--- src/rtl/branch_update_queue_if.sv ---
`default_nettype none
// ============================================================================
// Module   : branch_update_queue_if
// Brief    : Execute-side push and predictor-update-side signals of the queue.
// Revision : 1.0 - initial release
// ============================================================================
interface branch_update_queue_if #(
    parameter int DEPTH      = 8,
    parameter int ADDR_WIDTH = 32
);
    localparam int c_CNT_W = $clog2(DEPTH) + 1;

    logic                  ex_valid_i;
    logic                  ex_taken_i;
    logic [ADDR_WIDTH-1:0] ex_pc_i;
    logic [ADDR_WIDTH-1:0] ex_target_i;
    logic                  ex_ready_o;
    logic                  hold_i;
    logic                  flush_i;
    logic                  branch_valid_o;
    logic                  branch_taken_o;
    logic [ADDR_WIDTH-1:0] branch_pc_o;
    logic [ADDR_WIDTH-1:0] branch_target_o;
    logic [c_CNT_W-1:0]    count_o;
    logic [31:0]           drop_count_o;

    modport master (
        output ex_valid_i, ex_taken_i, ex_pc_i, ex_target_i, hold_i, flush_i,
        input  ex_ready_o, branch_valid_o, branch_taken_o, branch_pc_o,
               branch_target_o, count_o, drop_count_o
    );

    modport slave (
        input  ex_valid_i, ex_taken_i, ex_pc_i, ex_target_i, hold_i, flush_i,
        output ex_ready_o, branch_valid_o, branch_taken_o, branch_pc_o,
               branch_target_o, count_o, drop_count_o
    );
endinterface
`default_nettype wire

--- src/rtl/branch_update_queue.sv ---
`default_nettype none
// ============================================================================
// Module   : branch_update_queue
// Brief    : In-order FIFO replaying resolved branches onto the predictor update port.
// Revision : 1.0 - initial release
// ============================================================================
module branch_update_queue #(
    parameter int DEPTH      = 8,
    parameter int ADDR_WIDTH = 32
) (
    input  wire logic             clk,
    input  wire logic             rst,
    branch_update_queue_if.slave  bus
);
    localparam int c_PTR_W = $clog2(DEPTH);
    localparam int c_CNT_W = c_PTR_W + 1;
    localparam logic [c_CNT_W-1:0] c_FULL = c_CNT_W'(DEPTH);

    logic                  r_mem_taken  [DEPTH];
    logic [ADDR_WIDTH-1:0] r_mem_pc     [DEPTH];
    logic [ADDR_WIDTH-1:0] r_mem_target [DEPTH];

    logic [c_PTR_W-1:0]    r_head;
    logic [c_PTR_W-1:0]    r_tail;
    logic [c_CNT_W-1:0]    r_count;
    logic [31:0]           r_drops;
    logic                  r_valid;
    logic                  r_taken;
    logic [ADDR_WIDTH-1:0] r_pc;
    logic [ADDR_WIDTH-1:0] r_target;

    logic w_ready;
    logic w_push;
    logic w_drop;
    logic w_pop;

    // Ready comes from registered occupancy only, so a full queue drops even when popping.
    always_comb begin
        w_ready = (r_count != c_FULL);
        w_push  = bus.ex_valid_i &&  w_ready && !bus.flush_i;
        w_drop  = bus.ex_valid_i && !w_ready && !bus.flush_i;
        w_pop   = (r_count != '0) && !bus.hold_i && !bus.flush_i;
    end

    always_ff @(posedge clk) begin
        if (w_push) begin
            r_mem_taken[r_tail]  <= bus.ex_taken_i;
            r_mem_pc[r_tail]     <= bus.ex_pc_i;
            r_mem_target[r_tail] <= bus.ex_target_i;
        end
    end

    always_ff @(posedge clk) begin
        if (!rst) begin
            r_head   <= '0;
            r_tail   <= '0;
            r_count  <= '0;
            r_drops  <= '0;
            r_valid  <= 1'b0;
            r_taken  <= 1'b0;
            r_pc     <= '0;
            r_target <= '0;
        end else begin
            r_valid <= w_pop;
            if (w_drop && (r_drops != 32'hFFFF_FFFF)) begin
                r_drops <= r_drops + 32'd1;
            end
            if (bus.flush_i) begin
                r_head  <= '0;
                r_tail  <= '0;
                r_count <= '0;
            end else begin
                if (w_push) begin
                    r_tail <= r_tail + 1'b1;
                end
                if (w_pop) begin
                    r_head   <= r_head + 1'b1;
                    r_taken  <= r_mem_taken[r_head];
                    r_pc     <= r_mem_pc[r_head];
                    r_target <= r_mem_target[r_head];
                end
                case ({w_push, w_pop})
                    2'b10:   r_count <= r_count + 1'b1;
                    2'b01:   r_count <= r_count - 1'b1;
                    default: r_count <= r_count;
                endcase
            end
        end
    end

    assign bus.ex_ready_o      = w_ready;
    assign bus.branch_valid_o  = r_valid;
    assign bus.branch_taken_o  = r_taken;
    assign bus.branch_pc_o     = r_pc;
    assign bus.branch_target_o = r_target;
    assign bus.count_o         = r_count;
    assign bus.drop_count_o    = r_drops;
endmodule
`default_nettype wire
--- src/flat_wrapper.sv ---
// flat-port wrapper written by rule: the top's interface ports become plain ports
module branch_update_queue_flat 
#(
    parameter int DEPTH      = 8,
    parameter int ADDR_WIDTH = 32
)
  (clk, rst, bus_ex_valid_i, bus_ex_taken_i, bus_ex_pc_i, bus_ex_target_i, bus_hold_i, bus_flush_i, bus_ex_ready_o, bus_branch_valid_o, bus_branch_taken_o, bus_branch_pc_o, bus_branch_target_o, bus_count_o, bus_drop_count_o);
  branch_update_queue_if #(.DEPTH(DEPTH), .ADDR_WIDTH(ADDR_WIDTH)) bus_i ();
  input  wire logic clk;
  input  wire logic rst;
  input wire logic [$bits(bus_i.ex_valid_i)-1:0] bus_ex_valid_i;
  input wire logic [$bits(bus_i.ex_taken_i)-1:0] bus_ex_taken_i;
  input wire logic [$bits(bus_i.ex_pc_i)-1:0] bus_ex_pc_i;
  input wire logic [$bits(bus_i.ex_target_i)-1:0] bus_ex_target_i;
  input wire logic [$bits(bus_i.hold_i)-1:0] bus_hold_i;
  input wire logic [$bits(bus_i.flush_i)-1:0] bus_flush_i;
  output wire logic [$bits(bus_i.ex_ready_o)-1:0] bus_ex_ready_o;
  output wire logic [$bits(bus_i.branch_valid_o)-1:0] bus_branch_valid_o;
  output wire logic [$bits(bus_i.branch_taken_o)-1:0] bus_branch_taken_o;
  output wire logic [$bits(bus_i.branch_pc_o)-1:0] bus_branch_pc_o;
  output wire logic [$bits(bus_i.branch_target_o)-1:0] bus_branch_target_o;
  output wire logic [$bits(bus_i.count_o)-1:0] bus_count_o;
  output wire logic [$bits(bus_i.drop_count_o)-1:0] bus_drop_count_o;
  assign bus_i.ex_valid_i = bus_ex_valid_i;
  assign bus_i.ex_taken_i = bus_ex_taken_i;
  assign bus_i.ex_pc_i = bus_ex_pc_i;
  assign bus_i.ex_target_i = bus_ex_target_i;
  assign bus_i.hold_i = bus_hold_i;
  assign bus_i.flush_i = bus_flush_i;
  assign bus_ex_ready_o = bus_i.ex_ready_o;
  assign bus_branch_valid_o = bus_i.branch_valid_o;
  assign bus_branch_taken_o = bus_i.branch_taken_o;
  assign bus_branch_pc_o = bus_i.branch_pc_o;
  assign bus_branch_target_o = bus_i.branch_target_o;
  assign bus_count_o = bus_i.count_o;
  assign bus_drop_count_o = bus_i.drop_count_o;
  branch_update_queue #(.DEPTH(DEPTH), .ADDR_WIDTH(ADDR_WIDTH)) u_core (.clk(clk), .rst(rst), .bus(bus_i));
endmodule
--- config.mk ---
export PLATFORM = sky130hd
export DESIGN_NAME = branch_update_queue_flat
export DESIGN_NICKNAME = d
export VERILOG_FILES = /design/src/rtl/branch_update_queue_if.sv /design/src/rtl/branch_update_queue.sv /design/src/flat_wrapper.sv
export SDC_FILE = /design/constraint.sdc
export NUM_CORES = 1
export LEC_CHECK = 0
export CAP_MARGIN = 20
export CORE_AREA = 4 4 223 225
export CTS_CLUSTER_DIAMETER = 120
export CTS_CLUSTER_SIZE = 12
export DETAILED_ROUTE_END_ITERATION = 7
export DIE_AREA = 0 0 227 229
export HOLD_SLACK_MARGIN = 0.02
export PLACE_DENSITY = 0.72
export SKIP_CTS_REPAIR_TIMING = 1
export SLEW_MARGIN = 20
export SYNTH_ARGS = -nofsm -noshare
export SYNTH_HDL_FRONTEND = slang
export SYNTH_SLANG_ARGS = --single-unit
--- constraint.sdc ---
create_clock -name clk -period 6.7 [get_ports clk]
set_clock_uncertainty 0.1 [all_clocks]
set_input_delay 1.005 -clock clk [delete_from_list [all_inputs] [get_ports clk]]
set_output_delay 1.005 -clock clk [all_outputs]
set_load 0.05 [all_outputs]
==> run_results.csv <==
group,metric,value,unit
grt,busiest_layer,"met2",
routing,firstDrtPassIters,5,
routing,post_drt_wl_per_cell,22.81,um
routing,drc_errors,0,
worst_setup_path,worstPathArrival,3.77,ns
grt,grt_overflow,0,
clock_tree,clockBufferDepth,3,
floorplan,rows,80,
sta,tightest_slew,1.012,ns
job,maxCapViolations,0,
clock_tree,clkTransAtPathRegs,0.06,ns
logic_synthesis,synthXorXnorAreaFrac,0.004798,
routing,viasPerCell,5.762,
sta,slew_violations,0,
clock_tree,cts.sinks,628,
outcome,status,"complete, no violations",
finish,layout_common_cells,"520 x edfxtp_1, 172 x clkdlybuf4s50_1, 130 x mux4_2",
sta,fin_crit_sh,0.5443,
logic_synthesis,synth.area.top_cells,"edfxtp_1 66%, mux4_2 12%, dfxtp_1 9.1%, mux2i_1 3.0%, a211oi_1 2.1%",
worst_setup_path,r2r_slack,3.62,ns
finish,nets,1506,
routing,initialDrtViolationCount,1015,
grt,grt_pass1_vias,12490,
routing,ant_nets,0,
worst_setup_path,cpLargestDelayFamily,"simple AND/OR/NAND/NOR gates",
worst_hold_path,whs_path_depth,2,
worst_setup_path,path_buf_inv,2,
logic_synthesis,avgSynthCellArea,19.08,um2
floorplan,die_y,229,um
worst_setup_path,worstSetupStartpointType,"primary input",
worst_hold_path,hold_path.class,"reg2reg",
sta,finalHoldViolCount,0,
routing,wl,47770,um
logic_synthesis,yosysTopAreaCell,"edfxtp_1",
floorplan,die-area,51980,um2
logic_synthesis,syn_nets,1321,
logic_synthesis,yosys.area_share.adder,0.004007,
sta,setup_violations,0,
finish,layout_commonest_cell,"edfxtp_1",
placed_design,dp.cells,1983,
logic_synthesis,ys_seq_area_frac,0.7491,
grt,grt_pass1_wl,73950,um
logic_synthesis,synthMuxAreaShare,0.1533,
logic_synthesis,synth_top_family_by_area,"multiplexers",
floorplan,ios,173,
grt,met2_usage,0.3048,
power,power.density,268.1,nW/um2
logic_synthesis,syn_inst,1244,
power,p_switching,1483,uW
placed_design,io_buffers,172,
power,clockPowerShare,0.398,
floorplan,die_w,227,um
sta,slew_headroom,0.3239,
logic_synthesis,yosysWarnings,0,
power,p_seq_frac,0.571,
worst_setup_path,crit_type,"in2reg",
grt,grtUsageMet3,0.02997,
worst_setup_path,required,6.82,ns
placed_design,place_congestion,0.7942,
clock_tree,clk_latency,0.59,ns
worst_setup_path,cp_slowest_cell,"nor2_4",
worst_setup_path,path_max_fanout,40,
sta,fin_hold_ws,0.3901,ns
logic_synthesis,synth_compound_area_frac,0.03327,
logic_synthesis,synth-simple-area-share,0.04249,
placed_design,dpl_cell_area,26200,um2
worst_setup_path,crit-reg2reg-capture,"u_core.r_mem_pc[5][3]",
worst_hold_path,min_from,"u_core.r_tail[0]",
worst_setup_path,reg2regPathDepth,5,
power,swShare,0.1983,
grt,grt_max_degree,95,
grt,grt_usage,0.1846,
power,leakage,0.008263,uW
finish,layout-drive-gt1-share,0.1571,
sta,finalSetupTns,0,ns
power,p_int,5995,uW
worst_setup_path,endpoint_kind,"flop",
grt,grt_use_met1,0.2592,
logic_synthesis,synth.top_cell.area_share,0.6580,
logic_synthesis,ys_ff_latch,628,
routing,route.vias.total,12070,
clock_tree,cts-root-buf,"clkbuf_16",
worst_setup_path,r2r_start,"u_core.bus.count_o[0]",
worst_setup_path,worst_path_largest_cell_delay,0.76,ns
finish,finalNonFillerCells,2094,
worst_hold_path,min_to,"u_core.r_tail[0]",
floorplan,start_util,0.4992,
finish,fin_util,0.5868,
clock_tree,htreeDepth,2,
finish,stdcell_area,27900,um2
logic_synthesis,synth_area,23730,um2
sta,fin_crit,3.647,ns
placed_design,hpwl,28130,um
clock_tree,cts_tree,"built",
sta,fmax,0.2742,GHz
logic_synthesis,synth_cell_type_count,43,
grt,antenna_found_initial,2,
power,peakVddDrop,0.2509,mV
sta,rsz0062_at_grt,"no",
clock_tree,numCtsBuffers,58,
power,power_frac_comb,0.031,
finish,syn2layout_area_growth,17.55,%
floorplan,core,47550,um2
worst_setup_path,crit_chain,"clkdlybuf4s50_1, nand2b_1, nor2_1, nand2_1, nor2_4, buf_4",
==> flip-flops by register name (all words and copies together) (netlist names) <==
register / cells
u_core.r_tail: 3
u_core.r_mem_pc: 256
u_core.bus.count_o: 4
u_core.bus.branch_pc_o: 32
u_core.bus.branch_valid_o: 1
u_core.r_mem_taken: 8
u_core.r_mem_target: 256
u_core.r_head: 3
u_core.bus.drop_count_o: 32
u_core.bus.branch_taken_o: 1
u_core.bus.branch_target_o: 32
==> per-stage QoR <==
stage / setup slack [ns] / power (uW)
2_1_floorplan: 0.07589 / 4458
3_3_place_gp: 2.409 / 4580
3_5_place_dp: 2.433 / 4587
4_1_cts: 3.050 / 7550
5_1_grt: 2.869 / 7745
6_report: 3.053 / 7478
==> worst max-delay path by stage <==
stage | endpoint | from | cells past startpoint
after floorplan | u_core.r_mem_pc[1][0] | bus_flush_i | 4
after global placement | u_core.r_mem_target[5][31] | bus_flush_i | 6
after detailed placement | u_core.r_mem_pc[5][3] | bus_flush_i | 6
after CTS | u_core.r_mem_pc[5][9] | bus_flush_i | 6
after global routing | u_core.r_mem_pc[5][3] | bus_flush_i | 6
final | u_core.r_mem_pc[5][3] | bus_flush_i | 6
==> power groups by stage <==
stage	Combinational, uW	Clock [uW]	Sequential, uW
floorplan	75.3	0	4380
global placement	231	0	4350
detailed placement	237	0	4350
CTS	237	3050	4270
global route	254	3220	4270
finish	235	2980	4270
==> cells in the mapped netlist (all sizes together) <==
library cell	n
a211oi	66
a21o	1
a21oi	27
and2	1
and3	5
and4	3
buf	18
clkbuf	49
dfxtp	108
edfxtp	520
fa	1
ha	6
inv	11
mux2i	71
mux4	130
nand2	23
nand2b	9
nand3	14
nand3b	1
nand4	12
nor2	90
nor2b	1
nor3	6
nor4	11
nor4b	2
o21a	1
o21ai	10
o31a	1
o31ai	9
o41ai	2
or2	3
or3	9
or4	9
or4b	1
xnor2	6
xor2	7
==> cells by family (layout without fill, tap and decap cells) <==
kind of cell	count (synthesis)	in the layout
flops	628	628
mux	201	201
simple gates	200	200
compound gates	117	117
buf+inv	78	311
xor+xnor	13	13
fa+ha+maj	7	7
other cells	0	2
==> layout make-up <==
class,instances,area [um2]
fill,3459,19650
sequential,628,17790
multi-input combinational,538,5718
timing repair buffer,192,1904
clock buffer,106,1653
tap,615,769.5
inverter,11,42.54
clock inverter,2,17.52
antenna,2,5.005
==> worst register-to-register path, cell delays in order (launching register included) <==
cell     delay [ns]
dfxtp_1        0.53
nor4b_4        0.14
nor2_1         0.23
nand2_1        0.26
nor2_4         0.76
buf_4          0.66
==> per-layer routing <==
| layer | up-vias | routed length (um) |
|---|---|---|
| li1 | 5417 | - |
| met1 | 6193 | 20210 |
| met3 | 71 | 2641 |
| met4 | 0 | 1080 |
| met2 | 384 | 23840 |
| met5 | - | 0 |
No activity file was read; power rests on OpenSTA's default activity.
